`config.mk`:
```
export PLATFORM = sky130hd
export DESIGN_NAME = requant_stage_dp3_flat
export DESIGN_NICKNAME = d
export VERILOG_FILES = /design/src/rtl/cnn_quant_pkg.sv /design/src/rtl/requant_stage_dp3_if.sv /design/src/rtl/requant_sat_unit.sv /design/src/rtl/requant_stage_dp3.sv /design/src/flat_wrapper.sv
export SDC_FILE = /design/constraint.sdc
export NUM_CORES = 1
export LEC_CHECK = 0
export CORE_MARGIN = 1
export CORE_UTILIZATION = 50
export CTS_BUF_LIST = sky130_fd_sc_hd__clkbuf_16
export CTS_CLUSTER_SIZE = 8
export DETAILED_ROUTE_END_ITERATION = 8
export GPL_TIMING_DRIVEN = 0
export PLACE_DENSITY_LB_ADDON = 0.3
export SETUP_SLACK_MARGIN = 0.1
export SYNTH_ARGS = -nofsm -noshare
export SYNTH_HDL_FRONTEND = slang
export SYNTH_SLANG_ARGS = --single-unit
```
`constraint.sdc`:
```
create_clock -name clk -period 5.3 [get_ports clk]
set_input_delay 1.06 -clock clk [delete_from_list [all_inputs] [get_ports clk]]
set_output_delay 1.06 -clock clk [all_outputs]
set_load 0.02 [all_outputs]
```
`src/rtl/cnn_quant_pkg.sv`:
```
// Shared requantization definitions used by every CNN requant stage:
// common widths, int8 limits, the product type and the round/shift/saturate
// helper.
package cnn_quant_pkg;

    localparam int ACC_W   = 32;
    localparam int SCALE_W = 8;
    localparam int OUT_W   = 8;
    localparam int CH_W    = 7;
    localparam int QMIN    = -128;
    localparam int QMAX    = 127;

    // Signed accumulator times zero-extended unsigned scale.
    localparam int PROD_W  = ACC_W + SCALE_W + 1;

    typedef logic signed [PROD_W-1:0] prod_t;
    typedef logic signed [OUT_W-1:0]  q_t;

    // Round half up, arithmetic right shift, optional ReLU, clamp to int8.
    // One extra bit of headroom keeps the rounding add from overflowing.
    function automatic q_t round_shift_sat(input prod_t prod,
                                           input int unsigned shift,
                                           input logic relu);
        logic signed [PROD_W:0] half;
        logic signed [PROD_W:0] sum;
        logic signed [PROD_W:0] r;
        logic signed [PROD_W:0] qmax_w;
        logic signed [PROD_W:0] qmin_w;
        q_t q;
        qmax_w = (PROD_W+1)'(QMAX);
        qmin_w = (PROD_W+1)'(QMIN);
        half   = (PROD_W+1)'(1) << (shift - 1);
        sum    = {prod[PROD_W-1], prod} + half;
        r      = sum >>> shift;
        if (relu && r[PROD_W]) begin
            r = '0;
        end
        if (r > qmax_w) begin
            q = q_t'(QMAX);
        end else if (r < qmin_w) begin
            q = q_t'(QMIN);
        end else begin
            q = r[OUT_W-1:0];
        end
        return q;
    endfunction

endpackage

```
`src/rtl/requant_stage_dp3_if.sv`:
```
// Bus bundle for the layer-3 requant stage: accumulator input, scale ROM
// port and int8 output stream.
//
// Handshake: a beat moves on a clock edge where valid && ready are both
// high; the producer holds its data stable while valid is high and ready
// is low, and ready never depends on valid.
interface requant_stage_dp3_if;
    import cnn_quant_pkg::*;

    logic signed [ACC_W-1:0] acc_in;
    logic                    acc_valid;
    logic                    acc_ready;
    logic                    ch_clear;
    logic [CH_W-1:0]         scale_addr;
    logic [SCALE_W-1:0]      scale_data;
    q_t                      out_data;
    logic [CH_W-1:0]         out_ch;
    logic                    out_last;
    logic                    out_valid;
    logic                    out_ready;

    // Stage view.
    modport slave (
        input  acc_in, acc_valid, ch_clear, scale_data, out_ready,
        output acc_ready, scale_addr, out_data, out_ch, out_last, out_valid
    );

    // Surrounding-system view (accumulator source, ROM, downstream buffer).
    modport master (
        output acc_in, acc_valid, ch_clear, scale_data, out_ready,
        input  acc_ready, scale_addr, out_data, out_ch, out_last, out_valid
    );

endinterface

```
`src/rtl/requant_sat_unit.sv`:
```
// Combinational round, shift, optional ReLU and int8 saturation between the
// product register and the output register of a requant stage.
// Optional feature macro: REQUANT_RELU_EN clamps negative results to 0.
module requant_sat_unit
    import cnn_quant_pkg::*;
#(
    parameter int SHIFT = 8
) (
    input  prod_t prod,
    output q_t    q
);

`ifdef REQUANT_RELU_EN
    localparam logic RELU = 1'b1;
`else
    localparam logic RELU = 1'b0;
`endif

    assign q = round_shift_sat(prod, SHIFT, RELU);

endmodule

```
`src/rtl/requant_stage_dp3.sv`:
```
// Requantization stage after the layer-3 depthwise-pointwise accumulators.
// Three registered stages: capture (acc, scale, channel), multiply, then
// round/saturate into the output register. A stalled output freezes the
// whole pipe. Optional feature macro: REQUANT_RELU_EN (output 0..127).
module requant_stage_dp3
    import cnn_quant_pkg::*;
#(
    parameter int NUM_CH = 128,
    parameter int SHIFT  = 8
) (
    input  logic                clk,
    input  logic                rst,
    requant_stage_dp3_if.slave  bus
);

    localparam logic [CH_W-1:0] LAST_CH = CH_W'(NUM_CH - 1);

    logic                    ready_en;
    logic                    stall;
    logic                    accept;
    logic [CH_W-1:0]         ch_cnt;
    logic [CH_W-1:0]         ch_eff;

    logic                    v1;
    logic signed [ACC_W-1:0] acc1;
    logic [SCALE_W-1:0]      scale1;
    logic [CH_W-1:0]         ch1;
    prod_t                   prod1;

    logic                    v2;
    prod_t                   prod2;
    logic [CH_W-1:0]         ch2;
    q_t                      q_sat;

    assign stall         = bus.out_valid && !bus.out_ready;
    assign bus.acc_ready = ready_en && !stall;
    assign accept        = bus.acc_valid && bus.acc_ready;

    // A pixel-boundary clear takes effect for the beat accepted this cycle.
    assign ch_eff         = bus.ch_clear ? '0 : ch_cnt;
    assign bus.scale_addr = ch_eff;

    assign prod1 = prod_t'(acc1) * prod_t'($signed({1'b0, scale1}));

    requant_sat_unit #(
        .SHIFT (SHIFT)
    ) u_sat (
        .prod (prod2),
        .q    (q_sat)
    );

    // Hold off input acceptance until the first edge after reset release.
    always_ff @(posedge clk or posedge rst) begin
        if (rst) begin
            ready_en <= 1'b0;
        end else begin
            ready_en <= 1'b1;
        end
    end

    // Channel counter: advance per accepted beat, clear wins over accept.
    always_ff @(posedge clk or posedge rst) begin
        if (rst) begin
            ch_cnt <= '0;
        end else if (accept) begin
            ch_cnt <= (ch_eff == LAST_CH) ? '0 : ch_eff + 1'b1;
        end else if (bus.ch_clear) begin
            ch_cnt <= '0;
        end
    end

    // Three-stage datapath; every stage holds while the output is stalled.
    always_ff @(posedge clk or posedge rst) begin
        if (rst) begin
            v1            <= 1'b0;
            acc1          <= '0;
            scale1        <= '0;
            ch1           <= '0;
            v2            <= 1'b0;
            prod2         <= '0;
            ch2           <= '0;
            bus.out_valid <= 1'b0;
            bus.out_data  <= '0;
            bus.out_ch    <= '0;
            bus.out_last  <= 1'b0;
        end else if (!stall) begin
            v1 <= accept;
            if (accept) begin
                acc1   <= bus.acc_in;
                scale1 <= bus.scale_data;
                ch1    <= ch_eff;
            end
            v2 <= v1;
            if (v1) begin
                prod2 <= prod1;
                ch2   <= ch1;
            end
            bus.out_valid <= v2;
            if (v2) begin
                bus.out_data <= q_sat;
                bus.out_ch   <= ch2;
                bus.out_last <= (ch2 == LAST_CH);
            end
        end
    end

endmodule

```
`src/flat_wrapper.sv`:
```
// flat-port wrapper written by rule: the top's interface ports become plain ports
module requant_stage_dp3_flat import cnn_quant_pkg::*;
#(
    parameter int NUM_CH = 128,
    parameter int SHIFT  = 8
)
  (clk, rst, bus_acc_in, bus_acc_valid, bus_ch_clear, bus_scale_data, bus_out_ready, bus_acc_ready, bus_scale_addr, bus_out_data, bus_out_ch, bus_out_last, bus_out_valid);
  requant_stage_dp3_if bus_i ();
  input  logic clk;
  input  logic rst;
  input wire logic [$bits(bus_i.acc_in)-1:0] bus_acc_in;
  input wire logic [$bits(bus_i.acc_valid)-1:0] bus_acc_valid;
  input wire logic [$bits(bus_i.ch_clear)-1:0] bus_ch_clear;
  input wire logic [$bits(bus_i.scale_data)-1:0] bus_scale_data;
  input wire logic [$bits(bus_i.out_ready)-1:0] bus_out_ready;
  output wire logic [$bits(bus_i.acc_ready)-1:0] bus_acc_ready;
  output wire logic [$bits(bus_i.scale_addr)-1:0] bus_scale_addr;
  output wire logic [$bits(bus_i.out_data)-1:0] bus_out_data;
  output wire logic [$bits(bus_i.out_ch)-1:0] bus_out_ch;
  output wire logic [$bits(bus_i.out_last)-1:0] bus_out_last;
  output wire logic [$bits(bus_i.out_valid)-1:0] bus_out_valid;
  assign bus_i.acc_in = bus_acc_in;
  assign bus_i.acc_valid = bus_acc_valid;
  assign bus_i.ch_clear = bus_ch_clear;
  assign bus_i.scale_data = bus_scale_data;
  assign bus_i.out_ready = bus_out_ready;
  assign bus_acc_ready = bus_i.acc_ready;
  assign bus_scale_addr = bus_i.scale_addr;
  assign bus_out_data = bus_i.out_data;
  assign bus_out_ch = bus_i.out_ch;
  assign bus_out_last = bus_i.out_last;
  assign bus_out_valid = bus_i.out_valid;
  requant_stage_dp3 #(.NUM_CH(NUM_CH), .SHIFT(SHIFT)) u_core (.clk(clk), .rst(rst), .bus(bus_i));
endmodule
```
==> reports/summary.md, run 1 <==
The H-tree was split into 4 levels. The number of clock buffers added by TritonCTS is 17. The maximum vdd ir drop came out at 412 uV.

For the number of global-route vias before repair, the log shows 11500. Summing the areas of all and, or, nand and nor instances in the mapped netlist gives 22.9% of the synthesized area. After layout, the worst path uses 97.7% of the clock period. The total area of multi-input combinational cells is 10100 um2.

The post-DP HPWL is 27700 um. Average wire length per cell after detail routing: 17.7 um. Hold is met by 0.477 ns. The clock input transition at the sequential cells of the worst setup and hold paths works out to 0.07 ns. The run gives 193 MHz as the fmax. The tools report the capturing point of the worst reg2reg path as u_core.prod2[40].

Once routing completed, OpenROAD measured the worst setup slack at 0.120 ns. After synthesis, the mean cell area works out to 8.54 um2. The clock reaches the later pin of the worst-skew pair after 0.44 ns. The worst hold path passes through 2 cells. Power spread over the standard cell area amounts to 694 nW/um2.

Counting flops with a built-in enable in the synthesized netlist gives 0. TritonCTS built the clock tree. The post-route netlist has 11.4% of its cells at a drive strength greater than 1.

From left edge to right edge, the die measures 169 um. The number of warnings reported in the yosys synthesis log is 0. The final weighted congestion in routability-driven placement was 0.929. After routing, the total negative slack on setup checks comes to 0 ns. The flow ran to the end, and the final reports show no timing, DRC or antenna violations. The number of antenna violations at the first check in global routing was 0.

The wire length of the first global-routing pass was 59400 um. Cell type of the slowest stage on the worst timing path: sky130_fd_sc_hd__fa_1. Using the TritonRoute via totals, the vias-per-cell ratio works out to 5.36. STA classifies the critical path endpoint as a register.

Summing the areas of all xor and xnor instances in the mapped netlist gives 3.21% of the synthesized area. Of all flip-flops after synthesis, the portion carrying an async set or reset was 100%. The global-route layer with the greatest usage was met2.

The floorplan has 60 rows. The remaining global-route overflow came out at 0. Walking the worst path, the cells encountered are buf_8 > buf_4 > and2_1 > fa_1 > fa_1 > fa_1 > inv_1 > fa_1 > inv_1 > ha_4 > a21oi_2 > o21ai_2 > a21oi_2 > nand4bb_4 > o211ai_1 > nand4b_1 > a211o_1 > o211ai_1. The pin count of the biggest net entering global routing was 60; the synthesized-area fraction occupied by ao, oa, aoi and oai cells was 7.41%.

The total area inside the core boundary comes to 27100 um2. The tools report the cell area after synthesis as 13900 um2. At the worst endpoint, the required time is 5.64 ns. Counting distinct cell types in the post-synthesis netlist gives 69. For this configuration, the core starts out at a cell density of 51.4%.

The tools report the worst reg2reg path startpoint as u_core.scale1[3]. Measured along the y axis, the die boundary spans 169 um. STA classifies the critical path startpoint as a register. For this block, the routed nets add up to 38000 um of wire.

The detailed router placed 11500 vias in this run. The most used flip-flop cell after synthesis is sky130_fd_sc_hd__dfrtp_1. The tools report the post-route DRC violation count as 0.

The cell count after synthesis is 1629, and the transition at the pin with the smallest max-transition slack is 0.900 ns. After Yosys synthesis, full adders, half adders and majority gates account for 35.5% of the synthesized area. The setup slack at placement came out at -0.831 ns. The number of nets in the synthesized netlist is 1951.

The post-synthesis mux area share was 0.297%; the fill cell total of the finished layout was 2211. For met3 alone, demand over resource in global routing was 4.47%. In this run, synthesis produced a sequential element count of 115. The critical path's most frequent cell is sky130_fd_sc_hd__fa_1.

The number of iterations in the first detailed-routing pass is 6, and the slack of the worst reg-to-reg path is 0.12 ns. Leaving out fill and tap cells, the most frequent cells in the layout are sky130_fd_sc_hd__nand2_1, sky130_fd_sc_hd__inv_1, sky130_fd_sc_hd__fa_1. Diode insertion count for antenna repair: 0. For this run, the total global-route usage over all layers was measured as 26.7%.

In this run the worst setup path begins at u_core.scale1[3]. The clock passes through at most 2 buffers. The most frequent standard cell in the layout excluding fill and tap cells is sky130_fd_sc_hd__nand2_1.

The analysis attributes to cell leakage a power of 8.30 nW. For this run, the slowest stage of the critical path takes 0.56 ns. The floorplan step defined a die boundary enclosing 28500 um2. The met1 track demand over resource in global routing is 35.4%, and the remaining antenna violation count after routing is 0.

After synthesis, the largest family of logic cells by area is adder cells. Hold repair after CTS inserted 0 buffers. Max-cap violations in this run came to 0. Worst setup path endpoint: u_core.prod2[40]. Setup violations remaining at the end of the flow were counted as 0. STA puts the critical path data arrival time at 5.52 ns. The minimum clock period after layout is 5.18 ns, and the fraction of the yosys area taken by sequential cells is 20.7%.

The number of cells on the worst reg-to-reg path came out at 18. Measured against its own limit, the worst slew margin works out to 39.4%. Relative to the synthesized area, the layout overhead comes to 20.9%. After the first detailed-routing iteration, the DRC count stood at 848. Of all nets on the critical path, the largest fanout is 7.

In the final layout, flip-flops and latches occupy 2890 um2. Setup repair after global routing could not meet its margin everywhere. The run gives 0.0159 ns as the clock tree skew after final layout. The worst hold path belongs to the class reg2reg. The logs give 70 for the count of pins on the block boundary and 0 for the final hold violation count. During placement, the flow inserted port buffers numbering 69. The worst setup path is of the reg2reg kind. Root buffer cell: sky130_fd_sc_hd__clkbuf_16. The number of max-slew violations in the final report is 0, and the net total in the final layout is 2079.

Counting every sink on the clock net gives 115. Global routing consumed, on the met2 layer, 44.1% of the routing resources.
Yosys cell counts (all sizes together), types with 2 or more instances:
| cell type | count | area [um2] |
|---|---|---|
| nand2 | 365 | 1370 |
| inv | 278 | 1040 |
| fa | 197 | 3940 |
| and2 | 138 | 863 |
| dfrtp | 115 | 2880 |
| ha | 80 | 1000 |
| clkbuf | 65 | 245 |
| o21ai | 49 | 257 |
| nor2 | 38 | 143 |
| xnor2 | 32 | 280 |
| a21oi | 26 | 130 |
| nand4 | 21 | 153 |
| nand3 | 20 | 100 |
| xor2 | 19 | 166 |
| buf | 18 | 100 |
| nor3 | 17 | 85.1 |
| a21o | 13 | 97.6 |
| o211ai | 12 | 90.1 |
| and3 | 11 | 68.8 |
| o21a | 11 | 82.6 |
| o31ai | 10 | 75.1 |
| a31oi | 7 | 43.8 |
| nand2b | 6 | 37.5 |
| nand4b | 6 | 52.6 |
| nor4 | 6 | 43.8 |
| nor2b | 5 | 31.3 |
| nor3b | 5 | 37.5 |
| or4 | 5 | 48.8 |
| a21boi | 4 | 30.0 |
| nand3b | 4 | 30.0 |
| a211oi | 3 | 22.5 |
| and4 | 3 | 26.3 |
| mux2i | 3 | 30.0 |
| nor4b | 3 | 26.3 |
| or2 | 3 | 18.8 |
| or3 | 3 | 18.8 |
| a211o | 2 | 17.5 |
| a41oi | 2 | 17.5 |
| o2111ai | 2 | 17.5 |
| o211a | 2 | 20.0 |
| o221ai | 2 | 17.5 |
registers in the layout, summed over array words and instances (netlist names), 7 cells and up:
register             flops
u_core.ch2               7
u_core.scale1            8
u_core.acc1             32
u_core.prod2            34
u_core.ch_cnt            7
u_core.bus.out_data      8
u_core.bus.out_ch        7
u_core.ch1               7
power by group:
part	internal, mW	leakage [nW]	total (mW)	switching (mW)
clock network	0.632	0.286	1.18	0.551
logic	3.99	6.57	9.08	5.09
registers	1.11	1.44	1.42	0.307
kinds of logic after synthesis:
group / Yosys count
AO/OA/AOI/OAI: 158
XOR/XNOR: 51
adder cells (fa/ha/maj): 277
buffers and inverters: 361
flip-flops: 115
multiplexers: 4
other: 1
AND/OR/NAND/NOR: 662
per-stage QoR:
step	util, %	cell area (um2)	std cells	power [mW]
floorplan	-	13900	1629	6.70
detailed placement	55.7	15100	2071	8.50
finish	62.1	16800	2142	11.7
global placement	55.6	15100	2070	8.28
global route	62.1	16800	2142	12.7
CTS	59.0	16000	2106	10.1
cell type report:
cell class	count	area share, %
multi-input combinational	1153	60.2
sequential	115	17.2
timing repair buffer	118	7.24
inverter	278	6.22
buffer	74	2.96
tap	372	2.77
clock buffer	17	2.53
clock inverter	15	0.952
timing repair:
item | 4_1_cts | 5_1_grt
resized for setup | 75 | 99
pin swaps | 9 | 72
cloned | 0 | 4
buffers inserted | 9 | 35
setup endpoints to repair | 25 | 20
routing by layer:
metal,vias to the layer above,wire (um)
met4,0,1760
li1,5292,-
met3,119,2610
met1,5599,15700
met2,465,18000
met5,-,0
critical path: cells and delay by family, from the launching register on:
| family | cells | cell delay (ns) |
|---|---|---|
| DFF | 1 | 0.52 |
| buffers and inverters | 4 | 0.49 |
| adders and majority gates | 5 | 2.38 |
| AOI/OAI and AO/OA | 6 | 1.19 |
| and+or+nand+nor | 3 | 0.49 |
worst min-delay path by stage:
stage | from | to
6_report | u_core.ch1[5] | u_core.ch2[5]
5_1_grt | u_core.bus.out_ch[2] | u_core.bus.out_ch[2]
4_1_cts | u_core.ch1[5] | u_core.ch2[5]
3_5_place_dp | u_core.ch1[5] | u_core.ch2[5]
3_3_place_gp | u_core.ch1[6] | u_core.ch2[6]
2_1_floorplan | u_core.ch1[4] | u_core.ch2[4]
No activity file was read; power rests on OpenSTA's default activity.
==> inputs of run 2 (changes only) <==
--- a/config.mk
+++ b/config.mk
@@ -11,6 +11,7 @@
 export CTS_CLUSTER_SIZE = 8
 export DETAILED_ROUTE_END_ITERATION = 8
 export GPL_TIMING_DRIVEN = 0
+export HOLD_SLACK_MARGIN = 0.15
 export PLACE_DENSITY_LB_ADDON = 0.3
 export SETUP_SLACK_MARGIN = 0.1
 export SYNTH_ARGS = -nofsm -noshare
==> results of run 2 <==
The final DEF is identical to that of run 1; final timing and power are the same.
==> inputs of run 3 (changes only) <==
--- a/config.mk
+++ b/config.mk
@@ -13,6 +13,7 @@
 export GPL_TIMING_DRIVEN = 0
 export HOLD_SLACK_MARGIN = 0.15
 export PLACE_DENSITY_LB_ADDON = 0.3
+export RECOVER_POWER = 50
 export SETUP_SLACK_MARGIN = 0.1
 export SYNTH_ARGS = -nofsm -noshare
 export SYNTH_HDL_FRONTEND = slang
==> run 3 against run 2 <==
  * The run now ends with capacitance limit, slew limit left
  * Setup slack improved by 0.0062 ns
  * Utilization fell by 0.088 points
  * Design area decreased by 0.14%
  * Critical path depth stayed put
  * Clock power hardly changed
  * Highest routed layer unchanged
  * Register-to-register slack is essentially flat
  * Combinational power is essentially flat
==> reports/summary.md, run 3 (synthesis results as in run 1) <==
Most frequent cells in the layout: sky130_fd_sc_hd__nand2_1, sky130_fd_sc_hd__inv_1, sky130_fd_sc_hd__fa_1 (unchanged). The tools report the net total in the final layout as 2079 (unchanged). Maximum fanout along the worst path: 10 (was 7). The tools report the count of pins on the block boundary as 70 (unchanged). Site row count: 60 (unchanged). The critical path start-end classification was reg2reg (unchanged). The floorplan die area came out at 28500 um2 (unchanged). For the number of max-slew violations in the final report, the log shows 117 (was 0). Required time reported for the critical path endpoint: 5.66 ns (was 5.64 ns). The minimum clock period after layout is 5.17 ns (was 5.18 ns), and the number of max-cap violations is 2 (was 0). The fmax was 193 MHz (about the same); the wire length of the first global-routing pass was 59400 um (unchanged). The critical path's most frequent cell was sky130_fd_sc_hd__fa_1 (unchanged).

For the met2 track demand over resource, the log shows 44.1% (unchanged). The worst max-slew margin expressed relative to the limit came out at -60.8% (was 39.4%). The cell type of the slowest stage on the worst timing path is sky130_fd_sc_hd__fa_1 (unchanged).

The average vias per placed instance is 5.37 (was 5.36), and the relative area change from synthesis to final layout is 20.7% (was 20.9%). The clock tree skew after final layout was 0.0153 ns (was 0.0159 ns); the number of vias in the routed layout was 11500 (about the same). The run gives 115 (unchanged) as the TritonCTS sink count.

The placement-stage cell area is 15100 um2 (unchanged), and the share of post-route cells with drive strength above 1 is 11.4% (unchanged). The number of flip-flops under the largest register name was 34 (unchanged). The classification of the worst-slack hold path was reg2reg (unchanged). Diode insertion count for antenna repair: 0 (unchanged).

The final reports fail on capacitance limit, slew limit. The run gives 27100 um2 (unchanged) as the core box area. The leakage power is 8.29 nW (was 8.30 nW). The total power was 11.7 mW (about the same).

The remaining antenna violation count after routing is 0 (unchanged). Category of the worst setup path capture point: a register (unchanged). The root buffer cell was sky130_fd_sc_hd__clkbuf_16 (unchanged). Biggest regs: u_core.prod2 x34, u_core.acc1 x32 (unchanged). The post-DP HPWL came out at 27700 um (unchanged).

The average wire length per cell after detail routing was 17.7 um (about the same); the initial detailed-routing violation count was 905 (was 848). The pin count of the biggest net entering global routing was 60 (unchanged). The number of antenna violations at the first check in global routing is 0 (unchanged). The most frequent standard cell in the layout excluding fill and tap cells is sky130_fd_sc_hd__nand2_1 (unchanged). For the initial core utilization, the log shows 51.4% (unchanged). The logs give -0.831 ns (unchanged) for the setup slack at placement and 0 (unchanged) for the final hold violation count. The run gives 2 (unchanged) as the maximum count of clock buffers along a single path.

The tools report the count of H-tree levels built during CTS as 4 (unchanged). The global-route layer with the greatest usage is met2 (unchanged). The number of iterations in the first detailed-routing pass is 5 (was 6). The critical path's top delay family is adder cells (unchanged). The logs give 35.4% (unchanged) for the met1 track demand over resource in global routing and 17 (unchanged) for the total clock buffers created by CTS. The maximum vdd ir drop is 409 uV (was 412 uV), and the transition at the pin with the smallest max-transition slack is 2.40 ns (was 0.900 ns). The vertical die dimension came out at 169 um (unchanged).

Global routing met3 resource utilization: 4.47% (unchanged). The tools report the post-route DRC violation count as 0 (unchanged). The die width works out to 169 um (unchanged). The final worst-path cycle share was 97.6% (was 97.7%).

The run gives 0.126 ns (was 0.120 ns) as the worst path setup slack after routing. The number of port buffers works out to 69 (unchanged). The setup-violating endpoint count in the final report is 0 (unchanged), and the final weighted congestion in routability-driven placement is 0.929 (unchanged). The maximum cell stage delay along the critical path works out to 0.54 ns (was 0.56 ns). Startpoint class of the critical path: a register (unchanged). The flow ran to the end, but the final reports show violations. The power per standard cell area was 694 nW/um2 (about the same); the remaining global-route overflow was 0 (unchanged). Cell-by-cell trace of the critical path: buf_8 > nand2_1 > fa_1 > inv_1 > fa_1 > inv_1 > fa_1 > fa_1 > inv_1 > ha_1 > o21ai_2 > a21o_1 > o211a_4 > o311a_4 > o21ai_4 > a31oi_4 > or4b_1 > nand3_1 (was buf_8 > buf_4 > and2_1 > fa_1 > fa_1 > fa_1 > inv_1 > fa_1 > inv_1 > ha_4 > a21oi_2 > o21ai_2 > a21oi_2 > nand4bb_4 > o211ai_1 > nand4b_1 > a211o_1 > o211ai_1).

The data arrival time of the worst path is 5.53 ns (was 5.52 ns). Setup repair after global routing could not meet its margin everywhere. The number of global-route vias before repair was 11500 (unchanged).

TritonCTS built the clock tree. The top register by number of flip-flops is u_core.prod2 (unchanged). The run gives 38000 um (about the same) as the wire length after detailed routing.

The overall global routing resource usage was 26.7% (unchanged); the clock input transition at the sequential cells of the worst setup and hold paths was 0.07 ns (about the same). The area of all placed cells without fillers was 16800 um2 (about the same). The number of buffer and inverter instances along the worst setup path was 4 (unchanged). Clock latency at the later pin of the worst-skew pair: 0.44 ns (about the same).
[run 3: report_power, final]
part	internal [mW]	switching [mW]	leakage, nW
clock	0.632	0.556	0.286
combinational	3.98	5.09	6.56
sequential	1.11	0.305	1.44
total	5.72	5.95	8.29
[run 3: cell type report]
class	instances	area, um2
clock inverters	15	160
clock buffers	17	425
repair buffers	118	1200
inverters	278	1040
plain buffers	74	498
flip-flops and latches	115	2890
well taps	372	465
fillers	2213	10300
multi-input cells	1153	10100
[run 3: metal layers]
layer | part of all wire (%) | wire, um
met5 | 0 | 0
met2 | 48 | 18100
met3 | 6.8 | 2600
met1 | 41 | 15700
met4 | 4.3 | 1630
[run 3: worst paths after layout]
path	start	endpoint	slack (ns)	cells past startpoint
max	u_core.scale1[1]	u_core.prod2[19]	0.13	18
min	u_core.bus.out_ch[2]	u_core.bus.out_ch[2]	0.47	2
max reg2reg	u_core.scale1[1]	u_core.prod2[19]	0.13	18
min reg2reg	u_core.bus.out_ch[2]	u_core.bus.out_ch[2]	0.47	2
max in group asynchronous	rst	u_core.scale1[0]	1.13	3
min in group asynchronous	rst	u_core.bus.out_ch[3]	1.71	2
[run 3: tightest hold or removal path, cell delays in order (launching register included)]
cell                      delay, ns
sky130_fd_sc_hd__dfrtp_1       0.34
sky130_fd_sc_hd__nand2_1       0.05
sky130_fd_sc_hd__nand2_1       0.05
[run 3: repair_timing]
item | 4_1_cts | 5_1_grt
hold buffers | 0 | 0
resized for setup | 75 | 99
setup endpoints to repair | 25 | 20
hold endpoints to repair | 0 | 0
buffers inserted | 9 | 35
pin swaps | 9 | 72
cloned | 0 | 4
[run 3: metrics by stage]
stage / hold WS, ns / util (%) / instances / TNS (ns)
CTS: 0.480 / 59.0 / 2106 / 0
global placement: 0.453 / 55.6 / 2070 / -62.97
global route: 0.496 / 62.0 / 2142 / -0.0240
detailed placement: 0.465 / 55.7 / 2071 / -12.57
floorplan: 0.435 / - / 1629 / 0
finish: 0.474 / 62.0 / 2142 / 0
